===== config.mk =====
export PLATFORM = sky130hd
export DESIGN_NAME = exp_mailbox
export DESIGN_NICKNAME = d
export VERILOG_FILES = /design/src/rtl/exp_mailbox_pkg.sv /design/src/rtl/mbox_fifo.sv /design/src/rtl/exp_mailbox.sv
export SDC_FILE = /design/constraint.sdc
export NUM_CORES = 1
export LEC_CHECK = 0
export ABC_CLOCK_PERIOD_IN_PS = 4300
export CAP_MARGIN = 40
export CORE_MARGIN = 2
export CORE_UTILIZATION = 30
export DETAILED_ROUTE_END_ITERATION = 12
export GPL_TIMING_DRIVEN = 0
export SLEW_MARGIN = 10
export SYNTH_ARGS = -nofsm -noshare
export SYNTH_HDL_FRONTEND = slang
export SYNTH_HIERARCHICAL = 1
export SYNTH_SLANG_ARGS = --single-unit

===== constraint.sdc =====
create_clock -name sysclk -period 4.3 [get_ports sysclk]
set_input_delay 1.29 -clock sysclk [delete_from_list [all_inputs] [get_ports sysclk]]
set_output_delay 1.29 -clock sysclk [all_outputs]
set_load 0.02 [all_outputs]

===== src/rtl/exp_mailbox_pkg.sv =====
// exp_mailbox_pkg: shared definitions for the expansion-bus word mailbox.
//   - Status register bit positions, shared with target-side driver code.
//   - Width of the FIFO occupancy counters (0..16 fits in 5 bits).
// Optional feature macro used by the mailbox: MBOX_WATERMARK_EN.
package exp_mailbox_pkg;

  localparam int MBOX_COUNT_W = 5;

  localparam int MBOX_ST_RX_NONEMPTY  = 0;
  localparam int MBOX_ST_TX_FULL      = 1;
  localparam int MBOX_ST_TX_OVERFLOW  = 2;
  localparam int MBOX_ST_RX_UNDERFLOW = 3;
  localparam int MBOX_ST_RX_WM        = 4;
  localparam int MBOX_ST_RX_COUNT_LSB = 5;
  localparam int MBOX_ST_TX_COUNT_LSB = 10;

endpackage


===== src/rtl/mbox_fifo.sv =====
// mbox_fifo: synchronous word FIFO used for both mailbox directions.
// Ports:
//   sysclk, sysreset_n : clock, asynchronous active-low reset
//   push, wdata        : write a word (ignored when full)
//   pop                : discard the head word (ignored when empty)
//   rdata              : head word, forced to 0 when empty
//   count              : occupancy 0..DEPTH
//   full, empty        : occupancy flags
// Fullness and emptiness are judged on the registered count, so a push and a
// pop in the same cycle are each gated only by the state before the edge.
module mbox_fifo
  import exp_mailbox_pkg::*;
#(
  parameter int DEPTH = 8,
  parameter int WIDTH = 16
) (
  input  logic                    sysclk,
  input  logic                    sysreset_n,
  input  logic                    push,
  input  logic                    pop,
  input  logic [WIDTH-1:0]        wdata,
  output logic [WIDTH-1:0]        rdata,
  output logic [MBOX_COUNT_W-1:0] count,
  output logic                    full,
  output logic                    empty
);

  localparam int PTR_W = $clog2(DEPTH);
  localparam logic [MBOX_COUNT_W-1:0] FULL_COUNT = MBOX_COUNT_W'(DEPTH);

  logic [WIDTH-1:0] mem [DEPTH];
  logic [PTR_W-1:0] wr_ptr;
  logic [PTR_W-1:0] rd_ptr;
  logic             push_ok;
  logic             pop_ok;

  assign full    = (count == FULL_COUNT);
  assign empty   = (count == '0);
  assign push_ok = push && !full;
  assign pop_ok  = pop && !empty;

  // Storage is never reset; the empty gate keeps stale words off rdata.
  assign rdata = empty ? '0 : mem[rd_ptr];

  always_ff @(posedge sysclk or negedge sysreset_n) begin
    if (!sysreset_n) begin
      wr_ptr <= '0;
      rd_ptr <= '0;
      count  <= '0;
    end else begin
      if (push_ok) wr_ptr <= wr_ptr + 1'b1;
      if (pop_ok)  rd_ptr <= rd_ptr + 1'b1;
      case ({push_ok, pop_ok})
        2'b10:   count <= count + 1'b1;
        2'b01:   count <= count - 1'b1;
        default: count <= count;
      endcase
    end
  end

  always_ff @(posedge sysclk) begin
    if (push_ok) mem[wr_ptr] <= wdata;
  end

endmodule


===== src/rtl/exp_mailbox.sv =====
// exp_mailbox: full-duplex word mailbox on the I/O expansion bus.
// The MCU pops the inbound FIFO by reading the data register (data_read) and
// pushes the outbound FIFO by writing it (data_load). Fabric logic fills the
// inbound FIFO and drains the outbound FIFO over valid/ready streams.
//
// Handshake: a word moves on a stream exactly in a cycle where valid && ready
// are both high at the rising edge; in_ready depends only on registered state
// (not full), and out_valid only on registered state (not empty).
//
// Ports:
//   sysclk, sysreset_n          : clock, asynchronous active-low reset
//   r_load_data                 : bus write data
//   data_load / data_read       : data register write / read strobes
//   status_load                 : status register write strobe (W1C bits 2,3)
//   data_out, status_out        : register readback
//   in_data/in_valid/in_ready   : inbound producer stream
//   out_data/out_valid/out_ready: outbound consumer stream
//   wm_load, wm_out, rx_irq     : watermark register and flag
//                                 (present only with MBOX_WATERMARK_EN)
module exp_mailbox
  import exp_mailbox_pkg::*;
#(
  parameter int DEPTH = 8,
  parameter int WIDTH = 16
) (
  input  logic             sysclk,
  input  logic             sysreset_n,
  input  logic [WIDTH-1:0] r_load_data,
  input  logic             data_load,
  input  logic             data_read,
  input  logic             status_load,
  output logic [WIDTH-1:0] data_out,
  output logic [15:0]      status_out,
  input  logic [WIDTH-1:0] in_data,
  input  logic             in_valid,
  output logic             in_ready,
  output logic [WIDTH-1:0] out_data,
  output logic             out_valid,
`ifdef MBOX_WATERMARK_EN
  input  logic             wm_load,
  output logic [15:0]      wm_out,
  output logic             rx_irq,
`endif
  input  logic             out_ready
);

  logic [MBOX_COUNT_W-1:0] rx_count;
  logic [MBOX_COUNT_W-1:0] tx_count;
  logic                    rx_full;
  logic                    rx_empty;
  logic                    tx_full;
  logic                    tx_empty;
  logic                    rx_push;
  logic                    tx_pop;
  logic                    tx_overflow;
  logic                    rx_underflow;
  logic                    rx_wm;

  assign in_ready  = !rx_full;
  assign rx_push   = in_valid && in_ready;
  assign out_valid = !tx_empty;
  assign tx_pop    = out_valid && out_ready;

  mbox_fifo #(.DEPTH(DEPTH), .WIDTH(WIDTH)) u_rx_fifo (
    .sysclk     (sysclk),
    .sysreset_n (sysreset_n),
    .push       (rx_push),
    .pop        (data_read),
    .wdata      (in_data),
    .rdata      (data_out),
    .count      (rx_count),
    .full       (rx_full),
    .empty      (rx_empty)
  );

  // data_load while full is dropped inside the FIFO; fullness is the
  // pre-edge value, so a same-cycle consumer pop does not make room.
  mbox_fifo #(.DEPTH(DEPTH), .WIDTH(WIDTH)) u_tx_fifo (
    .sysclk     (sysclk),
    .sysreset_n (sysreset_n),
    .push       (data_load),
    .pop        (tx_pop),
    .wdata      (r_load_data),
    .rdata      (out_data),
    .count      (tx_count),
    .full       (tx_full),
    .empty      (tx_empty)
  );

  // Sticky error bits: a set in the same cycle as a W1C clear wins.
  always_ff @(posedge sysclk or negedge sysreset_n) begin
    if (!sysreset_n) begin
      tx_overflow  <= 1'b0;
      rx_underflow <= 1'b0;
    end else begin
      if (data_load && tx_full)
        tx_overflow <= 1'b1;
      else if (status_load && r_load_data[MBOX_ST_TX_OVERFLOW])
        tx_overflow <= 1'b0;

      if (data_read && rx_empty)
        rx_underflow <= 1'b1;
      else if (status_load && r_load_data[MBOX_ST_RX_UNDERFLOW])
        rx_underflow <= 1'b0;
    end
  end

`ifdef MBOX_WATERMARK_EN
  logic [4:0] wm;

  always_ff @(posedge sysclk or negedge sysreset_n) begin
    if (!sysreset_n) begin
      wm     <= '0;
      rx_irq <= 1'b0;
    end else begin
      if (wm_load) wm <= r_load_data[4:0];
      rx_irq <= rx_wm;
    end
  end

  // wm == 0 disables the flag rather than making it permanently true.
  assign rx_wm  = (wm != '0) && (rx_count >= wm);
  assign wm_out = {11'b0, wm};
`else
  assign rx_wm = 1'b0;
`endif

  always_comb begin
    status_out = '0;
    status_out[MBOX_ST_RX_NONEMPTY]  = !rx_empty;
    status_out[MBOX_ST_TX_FULL]      = tx_full;
    status_out[MBOX_ST_TX_OVERFLOW]  = tx_overflow;
    status_out[MBOX_ST_RX_UNDERFLOW] = rx_underflow;
    status_out[MBOX_ST_RX_WM]        = rx_wm;
    status_out[MBOX_ST_RX_COUNT_LSB +: MBOX_COUNT_W] = rx_count;
    status_out[MBOX_ST_TX_COUNT_LSB +: MBOX_COUNT_W] = tx_count;
  end

endmodule


==> results by group <==
Outcome
  – Outcome: finished clean

Drt
  – Routed WL: 23900 um
  – Drt first pass iters: 5
  – Remaining antenna violation count: 0
  – DRC Markers: 0
  – M1 WL: 9680 um
  – DR WL met3: 1350 um
  – Average wire per standard cell: 19.2 um
  – Top sig layer: met5
  – Via count: 5584
  – Metal2 WL: 12300 um
  – Detailed-route vias per instance: 4.50
  – Initial DRC count: 334

Logic synthesis
  – Syn avg cell area: 20.0 sq um
  – Largest area contributor in the synthesized netlist: edfxtp_1
  – Primary FF master, synth: edfxtp_1
  – Post-synth ARST share: 0.0857
  – Commonest cells post-synth: edfxtp_1, mux4_2, nor2_1, mux2i_1, dfrtp_1
  – Synth Register Bits: 280
  – Sequential element share of the synthesized area: 0.734
  – Synth area leaders: edfxtp_1, mux4_2, dfrtp_1
  – Count of cell types in the netlist: 42
  – Synth warn: 6
  – Post-synth EDFFs: 256
  – Top-area cell type share of the netlist area: 0.681
  – Top-count cell post-synth: edfxtp_1
  – Mapped cell area: 11300 sq um
  – Post-synthesis cell count: 565

Power and ir drop
  – Leakage: 0.00475 uW
  – Peak VDD IR: 0.485 mV
  – PD cells: 705 nW/um^2
  – Overall power: 9900 uW

CTS
  – Clock Latency Late Sink: 530 ps
  – CTS tree: yes
  – CTS resizes: 3
  – H-tree depth: 1
  – Clk sinks: 280
  – Total CTS buffers: 29
  – Hold buffers post-CTS: 0
  – CTS max path bufs: 3
  – Setup Fix Bufs, Post-CTS: 0
  – Root Buffer: clkbuf_16
  – Clock Pin Slew Worst Setup and Hold Paths: 60 ps

STA
  – Hold Vio Cnt, Final: 0
  – Clk_skew: 13.1 ps
  – Final worst slack: 198 ps
  – Worst-Margin Slew: 646 ps
  – Tcrit/Tclk final: 0.954
  – Max frequency: 244 MHz
  – RSZ-0062 raised after global routing: no
  – Slew margin rel.: 0.566
  – Tmin final: 4100 ps
  – Final setup viols: 0
  – Final Slew Violations: 0

Critical path
  – Setup crit end kind: primary output
  – WS Path Type: reg -> out
  – Startpoint Class: register
  – Max FO, Critical Path: 10
  – Crit path from: u_rx_fifo/rd_ptr[0]$_DFFE_PN0P_
  – CP required: 3010 ps
  – FF-to-FF Start: u_tx_fifo/count[1]$_DFFE_PN0P_
  – Critical Path AT: 2810 ps

GRT
  – Global route total overflow: 0
  – GRT Total Usage: 0.122
  – Largest net degree at the start of global routing: 25
  – Global-route wire length before repair: 35700 um
  – Antenna violations before repair: 2
  – Vias in the first global route: 5853

Floorplan
  – I/O pins: 89
  – Die span in x: 198 um
  – Die H: 198 um
  – Initial core utilization: 0.302
  – Row cnt: 71
  – Core area: 37400 sq um
  – Die area: 39200 sq um

Final layout
  – Layout net count: 761
  – Area growth syn-to-layout: 24.3%
  – Share of layout cells above drive strength 1: 0.267
  – Antenna cells: 0

Placed design
  – Port bufs: 86
  – Setup Slack @ Placement: 34.0 ps
  – Gpl congestion: 0.714
  – DPL Wire Length: 16400 um

Min path
  – Hold Crit Class: reg -> reg
  – Hold Crit Start: rx_underflow$_DFFE_PN0P_

Job
  – Reported max-cap violation count: 0
worst max-delay path, cell delays in order, from the launching register on:
cell,delay (ps)
dfrtp_1,340
buf_2,200
buf_4,290
mux4_2,540
mux2i_1,280
nor2_1,80
clkdlybuf4s50_1,550
layer usage:
layer,vias to the layer above,track usage
met4,4,0.0295
met3,36,0.0252
li1,2539,-
met1,2855,0.151
met5,-,0
met2,150,0.219
flip-flops by register name (all words and copies together) (netlist names):
| signal | count |
|---|---|
| u_rx_fifo/mem | 128 |
| u_rx_fifo/wr_ptr | 3 |
| u_tx_fifo/mem | 128 |
| u_tx_fifo/rd_ptr | 3 |
| u_rx_fifo/count | 5 |
| u_rx_fifo/rd_ptr | 3 |
| u_tx_fifo/count | 5 |
| u_tx_fifo/wr_ptr | 3 |
| rx_underflow | 1 |
| tx_overflow | 1 |
cell type report:
cell class,instances,area (sq um)
Multi-Input combinational cell,244,2840
Clock buffer,31,733
Sequential cell,280,8290
Clock inverter,19,156
Inverter,5,18.8
Buffer,36,219
Timing Repair Buffer,114,1140
Fill cell,3444,23400
Tap cell,511,639
metrics by stage:
step | TNS (ps) | util | instances | hold slack, ps | area [sq um]
finish | 0 | 0.375 | 1240 | 507 | 14000
detailed placement | 0 | 0.351 | 1191 | 488 | 13100
global route | 0 | 0.375 | 1240 | 537 | 14000
CTS | 0 | 0.375 | 1241 | 503 | 14000
global placement | -190790 | 0.342 | 1163 | 484 | 12800
floorplan | 0 | - | 566 | 464 | 11300
path summary, 6_finish.rpt:
kind / depth (start not counted) / slack, ps / end
max: 6 / 200 / data_out[8]
min: 1 / 510 / rx_underflow$_DFFE_PN0P_
max reg2reg: 15 / 840 / u_tx_fifo/count[4]$_DFFE_PN0P_
min reg2reg: 1 / 510 / rx_underflow$_DFFE_PN0P_
max in group asynchronous: 1 / 3110 / u_tx_fifo/rd_ptr[0]$_DFFE_PN0P_
min in group asynchronous: 1 / 770 / u_rx_fifo/count[2]$_DFFE_PN0P_
logic make-up after synthesis:
| group | synth area share |
|---|---|
| AOI/OAI and AO/OA | 0.00897 |
| xor gates and xnor gates | 0.0155 |
| adders and majority gates | 0.0133 |
| buffers and inverters | 0.0207 |
| DFF | 0.734 |
| muxes | 0.163 |
| other | 0.000332 |
| and+or+nand+nor | 0.0445 |
power by group:
part | switching [uW] | total [uW] | internal (uW) | leakage (uW)
registers | 229 | 3690 | 3460 | 0.00261
logic | 2000 | 3850 | 1840 | 0.00171
clock network | 1010 | 2360 | 1350 | 0.000429
total | 3240 | 9900 | 6650 | 0.00475
cell usage in the layout (no fill, tap or decap), types with 5 or more instances in the layout:
| cell type | n |
|---|---|
| buf_2 | 10 |
| buf_4 | 28 |
| buf_6 | 9 |
| clkbuf_1 | 6 |
| clkbuf_16 | 29 |
| clkbuf_2 | 8 |
| clkdlybuf4s50_1 | 85 |
| clkinv_1 | 5 |
| clkinv_2 | 6 |
| dfrtp_1 | 24 |
| edfxtp_1 | 256 |
| ha_1 | 12 |
| inv_1 | 5 |
| mux2i_1 | 32 |
| mux4_2 | 64 |
| nand2_1 | 13 |
| nor2_1 | 35 |
| nor2_2 | 6 |
| nor3_2 | 8 |
| xnor2_1 | 8 |
| xor2_1 | 12 |
Power figures use the tool's default switching activity.
